### config.mk
export PLATFORM = sky130hd
export DESIGN_NAME = fpga_config_loader
export DESIGN_NICKNAME = d
export VERILOG_FILES = /design/src/rtl/fpga_config_loader.sv
export SDC_FILE = /design/constraint.sdc
export NUM_CORES = 1
export LEC_CHECK = 0
export ABC_AREA = 1
export BUFFER_PORTS_ARGS = -buffer_cell sky130_fd_sc_hd__buf_4
export CORE_AREA = 4 4 268 270
export DETAILED_ROUTE_END_ITERATION = 8
export DIE_AREA = 0 0 272 274
export GPL_TIMING_DRIVEN = 0
export PLACE_DENSITY = 0.63
export SLEW_MARGIN = 10
export SYNTH_ARGS = -nofsm -noshare
export SYNTH_HDL_FRONTEND = slang
export SYNTH_SLANG_ARGS = --single-unit
### constraint.sdc
create_clock -name clock -period 3.02 [get_ports clock]
set_input_delay 0.604 -clock clock [delete_from_list [all_inputs] [get_ports clock]]
set_output_delay 0.604 -clock clock [all_outputs]
set_load 0.01 [all_outputs]
### src/rtl/fpga_config_loader.sv
// fpga_config_loader: assembles streamed bitstream words into frames, strobes each frame
// into the fabric, then releases ff_en and finally rdy after the settle delays.
module fpga_config_loader #(
  parameter int FRAME_W    = 384,
  parameter int NUM_FRAMES = 267,
  parameter int WORD_W     = 32,
  parameter int SETTLE_CYC = 10
) (
  input  logic                  clock,
  input  logic                  rst,
  input  logic                  start,
  input  logic [WORD_W-1:0]     word_in,
  input  logic                  word_valid,
  output logic                  word_ready,
  output logic [FRAME_W-1:0]    configs_in,
  output logic [NUM_FRAMES-1:0] configs_en,
  output logic                  ff_en,
  output logic                  rdy,
  output logic                  busy
);
  localparam int WPF = FRAME_W / WORD_W;
  localparam int WCW = WPF > 1 ? $clog2(WPF) : 1;
  localparam int FIW = NUM_FRAMES > 1 ? $clog2(NUM_FRAMES) : 1;
  localparam int SCW = SETTLE_CYC > 1 ? $clog2(SETTLE_CYC) : 1;
  typedef enum logic [2:0] {IDLE, LOAD, WRITE, SETTLE_FF, SETTLE_RDY, DONE} state_t;
  state_t         state;
  logic [WCW-1:0] wcnt;
  logic [FIW-1:0] fidx;
  logic [SCW-1:0] scnt;
  assign word_ready = state == LOAD;
  assign busy       = state != IDLE && state != DONE;
  always_ff @(posedge clock or negedge rst) begin
    if (!rst) begin
      state      <= IDLE;
      wcnt       <= '0;
      fidx       <= '0;
      scnt       <= '0;
      configs_in <= '0;
      configs_en <= '0;
      ff_en      <= 1'b0;
      rdy        <= 1'b0;
    end else begin
      configs_en <= '0;
      case (state)
        IDLE, DONE: if (start) begin
          state      <= LOAD;
          wcnt       <= '0;
          fidx       <= '0;
          configs_in <= '0;
          ff_en      <= 1'b0;
          rdy        <= 1'b0;
        end
        LOAD: if (word_valid) begin
          configs_in[wcnt*WORD_W +: WORD_W] <= word_in;
          wcnt <= wcnt == WCW'(WPF-1) ? '0 : wcnt + 1'b1;
          // strobe is raised on the same edge that accepts the frame's last word
          if (wcnt == WCW'(WPF-1)) begin
            state      <= WRITE;
            configs_en <= NUM_FRAMES'(1) << fidx;
          end
        end
        WRITE: if (fidx == FIW'(NUM_FRAMES-1)) begin
          state <= SETTLE_FF;
          scnt  <= SCW'(SETTLE_CYC-1);
        end else begin
          fidx  <= fidx + 1'b1;
          state <= LOAD;
        end
        SETTLE_FF: if (scnt == '0) begin
          ff_en <= 1'b1;
          scnt  <= SCW'(SETTLE_CYC-1);
          state <= SETTLE_RDY;
        end else scnt <= scnt - 1'b1;
        SETTLE_RDY: if (scnt == '0) begin
          rdy   <= 1'b1;
          state <= DONE;
        end else scnt <= scnt - 1'b1;
        default: state <= IDLE;
      endcase
    end
  end
endmodule
After elaboration in Yosys (flattened, before gate mapping)
Index checks and enable logic that the tools add are counted.
{"block": "word_totals", "register_bits": 673, "latchBits": 0, "ram_bits": 0, "romBits": 0, "in_bits": 36, "output_inout_bits": 655, "word_cells": 76, "memories": 0}
{"block": "op_classes", "n_addsub": 4, "n_mul": 0, "n_div": 0, "n_lt_le_gt_ge": 0, "n_eq_ne": 16, "shifts": 3, "muxes": 29, "bitwise_logic": 0, "reduce_logical": 16}
{"cell": "267-bit two-way mux", "n": 3}
{"cell": "384-bit two-way mux", "n": 2}
{"cell": "384-bit one-hot mux with 2 select lines", "n": 1}
{"cell": "384-bit bitwise mux", "n": 1}
{"cell": "32-bit by 34-bit variable shift with 384-bit output, first input constant", "n": 1}
{"cell": "32-bit by 34-bit variable part select with 384-bit output", "n": 1}
{"cell": "1-bit by 9-bit << shifter with 267-bit output, first input constant", "n": 1}
{"cell": "9-bit negation with 34-bit output", "n": 1}
{"cell": "4-bit two-way mux", "n": 6}
{"cell": "9-bit two-way mux", "n": 2}
{"cell": "9-bit one-hot mux with 2 select lines", "n": 1}
{"cell": "3-bit two-way mux", "n": 5}
{"cell": "3-bit one-hot mux with 5 select lines", "n": 1}
{"cell": "3-bit AND reduction", "n": 5}
{"cell": "2-bit != test, second input constant", "n": 7}
{"cell": "4-bit one-hot mux with 3 select lines", "n": 1}
{"cell": "9-bit by 1-bit adder with 9-bit output, second input constant", "n": 1}
{"cell": "9-bit == test, second input constant", "n": 1}
{"cell": "4-bit one-hot mux with 2 select lines", "n": 1}
{"cell": "2-bit nonzero test", "n": 4}
{"cell": "3-bit by 2-bit == test with 1-bit output, second input constant", "n": 2}
{"cell": "3-bit == test, second input constant", "n": 2}
{"cell": "3-bit nonzero test", "n": 2}
{"cell": "5-bit AND reduction", "n": 1}
{"cell": "13 further kinds", "n": 15}

Longest topological paths before layout
Gate-level depths: netlist of the first run.
{"block": "logic_depth", "ltp_word": 5, "depth_mapped": 13}

Worst setup path after synthesis of the first run
Ideal clock, no wire load.
{"block": "synth_path", "path_kind": "flip-flop to flip-flop", "from": "register wcnt[0]", "to": "register configs_in[15]", "arrival_time_ps": 2198, "required_ps": 2937, "path_slack_ps": 739, "stages_incl_launch_ff": 11, "n_path_buf": 3, "period_less_slack_ps": 2281, "cell_sequence": "dfrtp_1 > inv_1 > clkbuf_1 > ha_1 > clkbuf_1 > nor3_1 > nand2_1 > inv_2 > nand2_1 > clkbuf_1 > o21ai_0"}
{"block": "synth_via", "elab_chain_len": 5, "elab_cells_between_ends": 6}
{"element": "from (decl)", "line": "27", "source": "logic [WCW-1:0] wcnt;"}
{"element": "from (signal assigned)", "line": "55", "source": "wcnt <= wcnt == WCW'(WPF-1) ? '0 : wcnt + 1'b1;"}
{"element": "9-bit negation with 34-bit output *", "line": "54", "source": "configs_in[wcnt*WORD_W +: WORD_W] <= word_in;"}
{"element": "32-bit by 34-bit variable part select with 384-bit output or 32-bit by 34-bit variable shift with 384-bit output (tied branches)", "line": "54"}
{"element": "384-bit bitwise mux *", "line": "54"}
{"element": "384-bit two-way mux *", "line": "53", "source": "LOAD: if (word_valid) begin"}
{"element": "384-bit one-hot mux with 2 select lines *", "line": "44", "source": "case (state)"}
{"element": "to (signal, indexed assignment)", "line": "54"}
{"element": "to (decl)", "line": "15", "source": "output logic [FRAME_W-1:0] configs_in,"}
Every way passes the cells marked *; elsewhere a longest branch is shown, timed or not. The select of a mux whose other input is x is not followed.
A chain may end at the register's enable or synchronous reset.

Worst setup path in the final report of the first run
{"block": "layout_path", "from": "register state[2]", "to": "output port word_ready"}
{"block": "layout_via", "elab_chain_len": 1}
{"element": "from (decl)", "line": "26", "source": "state_t state;"}
{"element": "from (signal assigned)", "line": "34", "source": "state <= IDLE;"}
{"element": "from (signal assigned)", "line": "46", "source": "state <= LOAD;"}
{"element": "from (signal assigned)", "line": "58", "source": "state <= WRITE;"}
{"element": "3-bit by 1-bit == test with 1-bit output", "line": "30", "source": "assign word_ready = state == LOAD;"}
{"element": "to (decl)", "line": "14", "source": "output logic word_ready,"}
No other way between the ends.

==> impl_metrics.yaml, run 1 <==
run_status:
  outcome: "complete, no violations"
sta:
  grt_setup_unrepaired: "false"
  period_minus_slack_ps: 2860
  setup_viol: 0
  finalClockSkew_ps: 24.8
  worstMarginPinSlew_ps: 995
  max_freq_mhz: 350
  hold_viol: 0
  max_slew_margin_pct: 33.1
  fin_crit_sh_pct: 94.7
  slew_viol_final: 0
  holdWs_ps: 284
worst_setup_path:
  cp_slowest_stage_delay_ps: 420
  cp_cell_sequence: "inv_2, nand2_2, nor2_4, buf_2, clkbuf_2, buf_4"
  critPathLaunchType: "register"
  worst-path-buf-inv: 4
  reg2reg_from: "wcnt[2]$_DFFE_PN0P_"
  required_ps: 2420
  crit_family: "buffers and inverters"
  end_kind: "output port"
  slowest_stage: "dfrtp_1"
  path_max_fanout: 10
  crit_start: "state[2]$_DFFE_PN0P_"
  path_class: "register to output port"
  cp.arrival_ps: 2260
synthesis:
  synth_cell_type_count: 36
  synthesis.area_um2: 25900
  synth_area_per_cell_um2: 9.31
  ys_ff_latch: 673
  synth_edf_count: 0
  yosysSeqAreaShare_pct: 64.9
  syn_nets: 2834
  synth_async_sr_flop_share_pct: 100
  synth_ff_type: "dfrtp_1"
  yosysWarningCount: 0
  synthCells: 2786
cts:
  clockBufferDepth: 3
  htree_levels: 3
  cts_tree: "yes"
  clk_latency_ps: 620
  clockRootBuffer: "clkbuf_16"
  numCtsBuffers: 74
  clock-sinks: 673
  clkTransAtPathRegs_ps: 60
final_layout:
  drive_gt1_share_pct: 24.7
  fin_nets: 3608
  register_area_um2: 16800
  syn2layout_area_growth_pct: 35.3
  multi_input_area_um2: 7840
  fillCellCount: 6583
  diodes: 0
global_route:
  grt_usage_pct: 27.7
  antenna_found_initial: 2
  grt-ovfl-total: 0
  grt_pass1_vias: 22900
  grt_max_degree: 119
  grt_first_pass_wirelength_um: 153000
power_and_ir_drop:
  vdd_ir_drop_max_mv: 0.397
  totalPowerFinal_mw: 24.9
  p_leak_nw: 17.8
  powerDensity_nw_per_um2: 711
floorplanning:
  start_util_pct: 37.3
  die-width_um: 272
  die_area_um2: 74500
  boundaryPins: 691
  die_h_um: 274
  core_area_um2: 69500
  rows: 97
drt:
  via_per_inst: 5.03
  vias: 22900
  ant_nets: 0
  routed_wl_um: 106000
  detail_route.first_pass.iterations: 5
  drcViolationCount: 0
  top_layer: "met5"
  drt-initial-drc-count: 1773
  wl_met3_um: 10800
  wl_met2_um: 50600
  wl_met1_um: 38800
  wl_per_cell_um: 23.2
min_path:
  hold_path.class: "input pin to register"
  holdCritStartpoint: "word_in[31]"
placement:
  hpwl_um: 80600
  gp_congestion: 0.977
  numPortBuffers: 690
run:
  maxCapViolCount: 0
synth_stat cells, types with 2 or more instances:
cell        n  share of area, %
xor2_1      5              0.17
a21oi_1     9              0.17
buf_6       3              0.13
clkinv_1    5             0.072
nand4_1    93               2.2
nand2_1   721                10
o21ai_1    29              0.56
clkbuf_1  129               1.9
dfrtp_1   673                65
nor2_1    452               6.5
nor2_4      3              0.13
inv_1     134               1.9
nand3_1   155               3.0
buf_2      35              0.68
buf_4       6              0.17
nand2_2     2             0.048
ha_1       12              0.58
nor3_1     26              0.50
o21ai_0   268               5.2
inv_2       6             0.087
buf_1       5             0.072
report_power, final:
part | switching, mW | internal, mW | total [mW]
logic | 4.92 | 1.30 | 6.22
registers | 0.134 | 9.18 | 9.31
clock network | 3.81 | 5.60 | 9.41
total | 8.87 | 16.1 | 24.9
cells by family after synthesis:
logic type      share of synthesized area (%)
fa+ha+maj                               0.579
xor+xnor                                0.232
compound gates                           6.12
flops                                    64.9
simple gates                             23.1
buf+inv                                  5.02
tightest hold or removal path, delay by kind of cell:
kind	cells	cell delay, ps
buffers and inverters	1	110
AOI/OAI and AO/OA	1	70
and+or+nand+nor	1	50
cell usage in the layout, fill, tap and decap left out, drive strengths merged, types with 2 or more instances in the layout:
cell / netlist / final
nand2: 724 / 724
nor3: 27 / 27
dfrtp: 673 / 673
ha: 12 / 12
clkbuf: 129 / 237
xor2: 5 / 5
o21bai: 2 / 2
buf: 49 / 748
nor2: 456 / 456
nand4: 93 / 93
inv: 140 / 142
bufinv: 0 / 6
o21ai: 297 / 297
nand3: 156 / 156
clkinv: 5 / 18
clkinvlp: 0 / 2
a21oi: 10 / 10
per-layer routing:
metal,vias up,track usage [%]
li1,10500,-
met1,11200,32.1
met2,1022,46.1
met3,229,9.37
met4,4,13.8
met5,-,0
stage by stage:
stage | setup slack [ps] | cells | util (%) | TNS, ps | area (µm²)
2_1_floorplan | 739 | 2786 | - | 0 | 25900
3_3_place_gp | -6280 | 4416 | 46.4 | -4178350 | 32300
3_5_place_dp | -294 | 4423 | 46.7 | -42890 | 32500
4_1_cts | -6.66 | 4557 | 50.4 | -40.1 | 35100
5_1_grt | 1.26 | 4557 | 50.5 | 0 | 35100
6_report | 159 | 4557 | 50.5 | 0 | 35100
state kept, by name (all words and copies together), names as in the netlist:
name and flops:
configs_in 384, fidx 9, wcnt 4, state 3, rdy 1, scnt 4, ff_en 1, configs_en 267
final timing paths:
check	to	slack [ps]	depth (start not counted)
min in group asynchronous	configs_in[152]$_DFFE_PN0P_	450	2
max in group asynchronous	configs_en[202]$_DFF_PN0_	830	5
setup / recovery	word_ready	160	6
hold / removal	configs_in[31]$_DFFE_PN0P_	280	3
setup reg to reg	configs_in[221]$_DFFE_PN0P_	200	12
hold reg to reg	configs_in[71]$_DFFE_PN0P_	470	2
layout make-up:
class | count | area share [%]
sequential | 673 | 48.0
multi-input combinational | 1790 | 22.3
timing repair buffer | 698 | 15.4
clock buffer | 110 | 6.30
tap | 940 | 3.35
buffer | 178 | 2.20
inverter | 145 | 1.56
clock inverter | 23 | 0.891
what timing repair did:
action / in CTS / in global routing
resized for setup: 15 / 10
endpoints found under the hold margin: 31 / 0
buffers inserted: 0 / 0
setup endpoints to repair: 340 / 302
hold buffers: 1 / 0
Note: power is estimated with default switching activity, not from simulation.
==> inputs of run 2 (changes only) <==
--- a/config.mk
+++ b/config.mk
@@ -12,4 +12,5 @@
 export DIE_AREA = 0 0 272 274
 export GPL_TIMING_DRIVEN = 0
+export MAX_ROUTING_LAYER = met4
 export PLACE_DENSITY = 0.63
 export SLEW_MARGIN = 10
==> constraint.sdc (replaced) <==
create_clock -name clock -period 3.1 [get_ports clock]
set_input_delay 0.775 -clock clock [delete_from_list [all_inputs] [get_ports clock]]
set_output_delay 0.775 -clock clock [all_outputs]
set_load 0.01 [all_outputs]
==> run 2 against run 1 <==
  * Combinational power is 2% lower
  * Clock-buffer cell count is 9 lower
  * Sequential cell count stayed put
  * Largest power group is now registers
==> impl_metrics.yaml, run 2 (synthesized netlist as in run 1, its figures left out) <==
global_route:
  antenna_found_initial: 4
  grt_first_pass_wirelength_um: 153000
  grt_pass1_vias: 22700
  grt_usage_pct: 28.5
  grt_max_degree: 113
  grt-ovfl-total: 0
worst_setup_path:
  slowest_stage: "dfrtp_1"
  cp.depth: 6
  worst-path-buf-inv: 4
  required_ps: 2320
  rr_worst_depth: 10
  cp_cell_sequence: "inv_2, nand2_2, nor2_4, clkbuf_4, clkbuf_2, buf_4"
  cp.arrival_ps: 2170
  path_class: "register to output port"
  critPathLaunchType: "register"
  cp_slowest_stage_delay_ps: 420
  path_max_fanout: 10
  end_kind: "output port"
  crit_family: "buffers and inverters"
power_and_ir_drop:
  powerDensity_nw_per_um2: 691
  p_leak_nw: 17.8
  vdd_ir_drop_max_mv: 0.398
cts:
  numCtsBuffers: 74
  clk_latency_ps: 620
  clockBufferDepth: 3
  clockRootBuffer: "clkbuf_16"
  clkTransAtPathRegs_ps: 60
  cts_tree: "yes"
  htree_levels: 3
  clock-sinks: 673
drt:
  detail_route.first_pass.iterations: 6
  wl_per_cell_um: 23.2
  via_per_inst: 4.99
  drcViolationCount: 0
  drt-initial-drc-count: 1772
  vias: 22700
  ant_nets: 0
  routed_wl_um: 106000
final_layout:
  final_cell_mix: "nand2_1 (720), buf_4 (696), dfrtp_1 (672)"
  layout_commonest_cell: "nand2_1"
  drive_gt1_share_pct: 25.2
  max_flop_register: "configs_in"
  fin_nets: 3608
  top_regs: "configs_in x384, configs_en x267, fidx x9"
  fillCellCount: 6607
  largest_reg_flops: 384
  syn2layout_area_growth_pct: 35.3
sta:
  max_freq_mhz: 339
  max_slew_margin_pct: 26.7
  slew_viol_final: 0
  worstMarginPinSlew_ps: 1090
  setup_ws_ps: 152
  holdWs_ps: 444
  grt_setup_unrepaired: "false"
  fin_crit_sh_pct: 95.1
  setup_tns_ps: 0
  period_minus_slack_ps: 2950
  finalClockSkew_ps: 21.9
  setup_viol: 0
  hold_viol: 0
placement:
  numPortBuffers: 690
  hpwl_um: 80800
  pre_cts_slack_ps: -245
  gp_congestion: 0.975
min_path:
  hold_path.class: "input pin to register"
  hold_path_depth: 3
floorplanning:
  rows: 97
  die_h_um: 274
  start_util_pct: 37.3
  die-width_um: 272
  core_area_um2: 69500
  die_area_um2: 74500
  boundaryPins: 691
run_status:
  outcome: "complete, no violations"
run:
  maxCapViolCount: 0
run 2: cell type report:
cell class                 instances  area, µm²  area share, %
inverter                         145        548           1.56
multi-input combinational       1790       7840           22.3
clock inverter                    31        358           1.02
tap                              940       1180           3.35
sequential                       673      16800           48.0
timing repair buffer             698       5390           15.4
buffer                           178        782           2.23
clock buffer                     101       2140           6.11
antenna                            2       5.00         0.0143
run 2: power breakdown:
group | internal, mW | switching, mW
sequential | 8.94 | 0.130
clock | 5.30 | 3.76
combinational | 1.27 | 4.83
run 2: final timing paths:
check | start | end | slack, ps
max | state[2]$_DFFE_PN0P_ | word_ready | 150
min | word_in[31] | configs_in[31]$_DFFE_PN0P_ | 440
max reg2reg | wcnt[0]$_DFFE_PN0P_ | configs_in[131]$_DFFE_PN0P_ | 210
min reg2reg | configs_in[208]$_DFFE_PN0P_ | configs_in[208]$_DFFE_PN0P_ | 470
max in group asynchronous | rst | configs_en[162]$_DFF_PN0_ | 770
min in group asynchronous | rst | configs_in[153]$_DFFE_PN0P_ | 600
run 2: layer usage:
layer,part of all wire (%),track usage [%],up-vias
met3,9.2,8.49,191
met1,38,33.0,11100
met4,4.4,11.4,0
met5,0,-,-
met2,48,46.9,952
li1,-,-,10500
run 2: worst register-to-register path, cell delays in order (launching register included):
cell	delay (ps)
dfrtp_2	470
inv_1	130
clkbuf_2	280
ha_2	350
nand4_1	200
nand2_1	260
nand3_1	150
nor2_2	380
buf_2	330
nand2_1	80
o21ai_0	170
run 2: timing repair:
action / in CTS / in global routing
gates resized for setup: 10 / 32
cloned: 0 / 0
setup endpoints to repair: 269 / 311
hold buffers: 1 / 0
hold endpoints to repair: 19 / 0
buffers inserted: 0 / 0
run 2: per-stage QoR:
step	utilization (%)	power [mW]	area (µm²)	std cells
2_1_floorplan	-	12.7	25900	2786
3_3_place_gp	46.4	15.0	32300	4416
3_5_place_dp	46.7	15.1	32500	4423
4_1_cts	50.4	24.2	35000	4556
5_1_grt	50.5	25.3	35100	4558
6_report	50.5	24.2	35100	4558
==> inputs of run 3 (changes only) <==
CORE_AREA = 2 2 266 268   (was 4 4 268 270)
DIE_AREA = 0 0 268 270   (was 0 0 272 274)
==> run 3 against run 2 <==
  * Register-to-register slack got worse by 20 ps
  * First-iteration DRC count rose by 5.2%
  * Utilization fell by 0.086 points
==> impl_metrics.yaml, run 3 (synthesized netlist as in run 1, its figures left out) <==
floorplanning:
  die-width_um: 268
  boundaryPins: 691
  die_h_um: 270
  rows: 97
  die_area_um2: 72400
  start_util_pct: 37.3
  core_area_um2: 69500
final_layout:
  drive_gt1_share_pct: 25.1
  final_area_um2: 35000
  top_regs: "configs_in x384, configs_en x267, fidx x9"
  final_cell_mix: "nand2_1 (721), buf_4 (695), dfrtp_1 (672)"
  fillCellCount: 6696
  largest_reg_flops: 384
  syn2layout_area_growth_pct: 35.1
  max_flop_register: "configs_in"
  fin_nets: 3607
  layout_commonest_cell: "nand2_1"
min_path:
  min_to: "configs_in[31]$_DFFE_PN0P_"
  hold_path_depth: 3
  hold_path.class: "input pin to register"
  holdCritStartpoint: "word_in[31]"
global_route:
  grt-ovfl-total: 0
  grt_max_degree: 110
  antenna_found_initial: 2
  grt_first_pass_wirelength_um: 152000
  grt_usage_pct: 29.5
  grt_pass1_vias: 22700
worst_setup_path:
  path_class: "register to output port"
  path_max_fanout: 10
  r2r_slack_ps: 190
  critPathLaunchType: "register"
  regToRegEndpoint: "configs_in[57]$_DFFE_PN0P_"
  rr_worst_depth: 10
  end_kind: "output port"
  reg2reg_from: "wcnt[0]$_DFFE_PN0P_"
  cp.arrival_ps: 2210
  required_ps: 2320
power_and_ir_drop:
  vdd_ir_drop_max_mv: 0.470
  powerDensity_nw_per_um2: 686
  p_leak_nw: 17.8
drt:
  via_per_inst: 5.04
  detail_route.first_pass.iterations: 5
  ant_nets: 0
  routed_wl_um: 106000
  vias: 23000
  drcViolationCount: 0
  wl_per_cell_um: 23.2
  drt-initial-drc-count: 1865
sta:
  grt_setup_unrepaired: "false"
  max_freq_mhz: 334
  worstMarginPinSlew_ps: 1050
  setup_viol: 0
  setup_tns_ps: 0
  max_slew_margin_pct: 29.3
  fin_crit_sh_pct: 96.5
  slew_viol_final: 0
  finalClockSkew_ps: 24.2
  period_minus_slack_ps: 2990
  hold_viol: 0
placement:
  gp_congestion: 0.962
  numPortBuffers: 690
  dpl_cell_area_um2: 32500
  hpwl_um: 80300
cts:
  postCtsSetupBuffers: 0
  numCtsBuffers: 73
  clk_latency_ps: 620
  clockBufferDepth: 3
  clockRootBuffer: "clkbuf_16"
  htree_levels: 3
  clkTransAtPathRegs_ps: 60
  clock-sinks: 673
  cts_tree: "yes"
run:
  maxCapViolCount: 0
run_status:
  outcome: "complete, no violations"
## run 3: changes by cell type in the layout (fill, tap and decap cells not counted), moves of 2 or more
cell       previous run  this run
clkinv_8              1         4
bufinv_16             5         2
inv_6                 6         3
clkbuf_2             15        13
clkinv_2             11         9
clkbuf_8             17        23
## run 3: area by class of cell
type	count	area (µm²)	share of cell area, %
multi-input combinational	1790	7830	22.4
clock buffer	105	2220	6.34
inverter	145	548	1.56
tap	940	1180	3.36
sequential	673	16800	48.1
timing repair buffer	698	5390	15.4
antenna	2	5.00	0.0143
buffer	178	777	2.22
clock inverter	23	234	0.668
## run 3: critical path: stages (launching register included)
cell and delay, ps:
dfrtp_1 430, inv_2 90, nand2_2 80, nor2_4 250, clkbuf_4 310, clkbuf_2 270
buf_4 180
## run 3: worst max path at each step
| stage | startpoint | endpoint | cells after the start |
|---|---|---|---|
| finish | state[2]$_DFFE_PN0P_ | word_ready | 6 |
| global placement | rst | configs_en[138]$_DFF_PN0_ | 1 |
| detailed placement | wcnt[0]$_DFFE_PN0P_ | configs_in[135]$_DFFE_PN0P_ | 10 |
| floorplan | wcnt[0]$_DFFE_PN0P_ | configs_in[15]$_DFFE_PN0P_ | 10 |
| CTS | wcnt[0]$_DFFE_PN0P_ | configs_in[173]$_DFFE_PN0P_ | 9 |
| global route | wcnt[0]$_DFFE_PN0P_ | configs_in[140]$_DFFE_PN0P_ | 10 |
## run 3: per-layer routing
| metal | part of all wire (%) | up-vias | GRT usage, % |
|---|---|---|---|
| met3 | 8.9 | 255 | 8.44 |
| met1 | 38 | 11300 | 33.7 |
| met5 | 0 | - | - |
| li1 | - | 10400 | - |
| met2 | 48 | 990 | 47.5 |
| met4 | 5.6 | 0 | 14.6 |
## run 3: timing repair
action | CTS | global route
endpoints found under the hold margin | 23 | 0
pin swaps | 0 | 0
hold buffers | 1 | 0
gates resized for setup | 14 | 17
endpoints found under the setup margin | 307 | 331
## run 3: stage by stage
stage / total power [mW] / hold slack, ps / std cells / setup slack [ps] / util (%)
after global placement: 15.0 / 457 / 4416 / -6390 / 46.4
after floorplan: 12.7 / 460 / 2786 / 819 / -
final: 24.0 / 469 / 4554 / 110 / 50.4
after global routing: 25.0 / 477 / 4554 / 2.30 / 50.4
after detailed placement: 15.1 / 460 / 4423 / -280 / 46.7
after CTS: 24.0 / 438 / 4552 / 0.205 / 50.3
## run 3: power by group
part	internal [mW]	leakage [nW]	total [mW]	switching [mW]
Combinational	1.26	7.17	6.06	4.81
Sequential	8.94	9.38	9.07	0.133
Clock	5.17	1.20	8.90	3.73
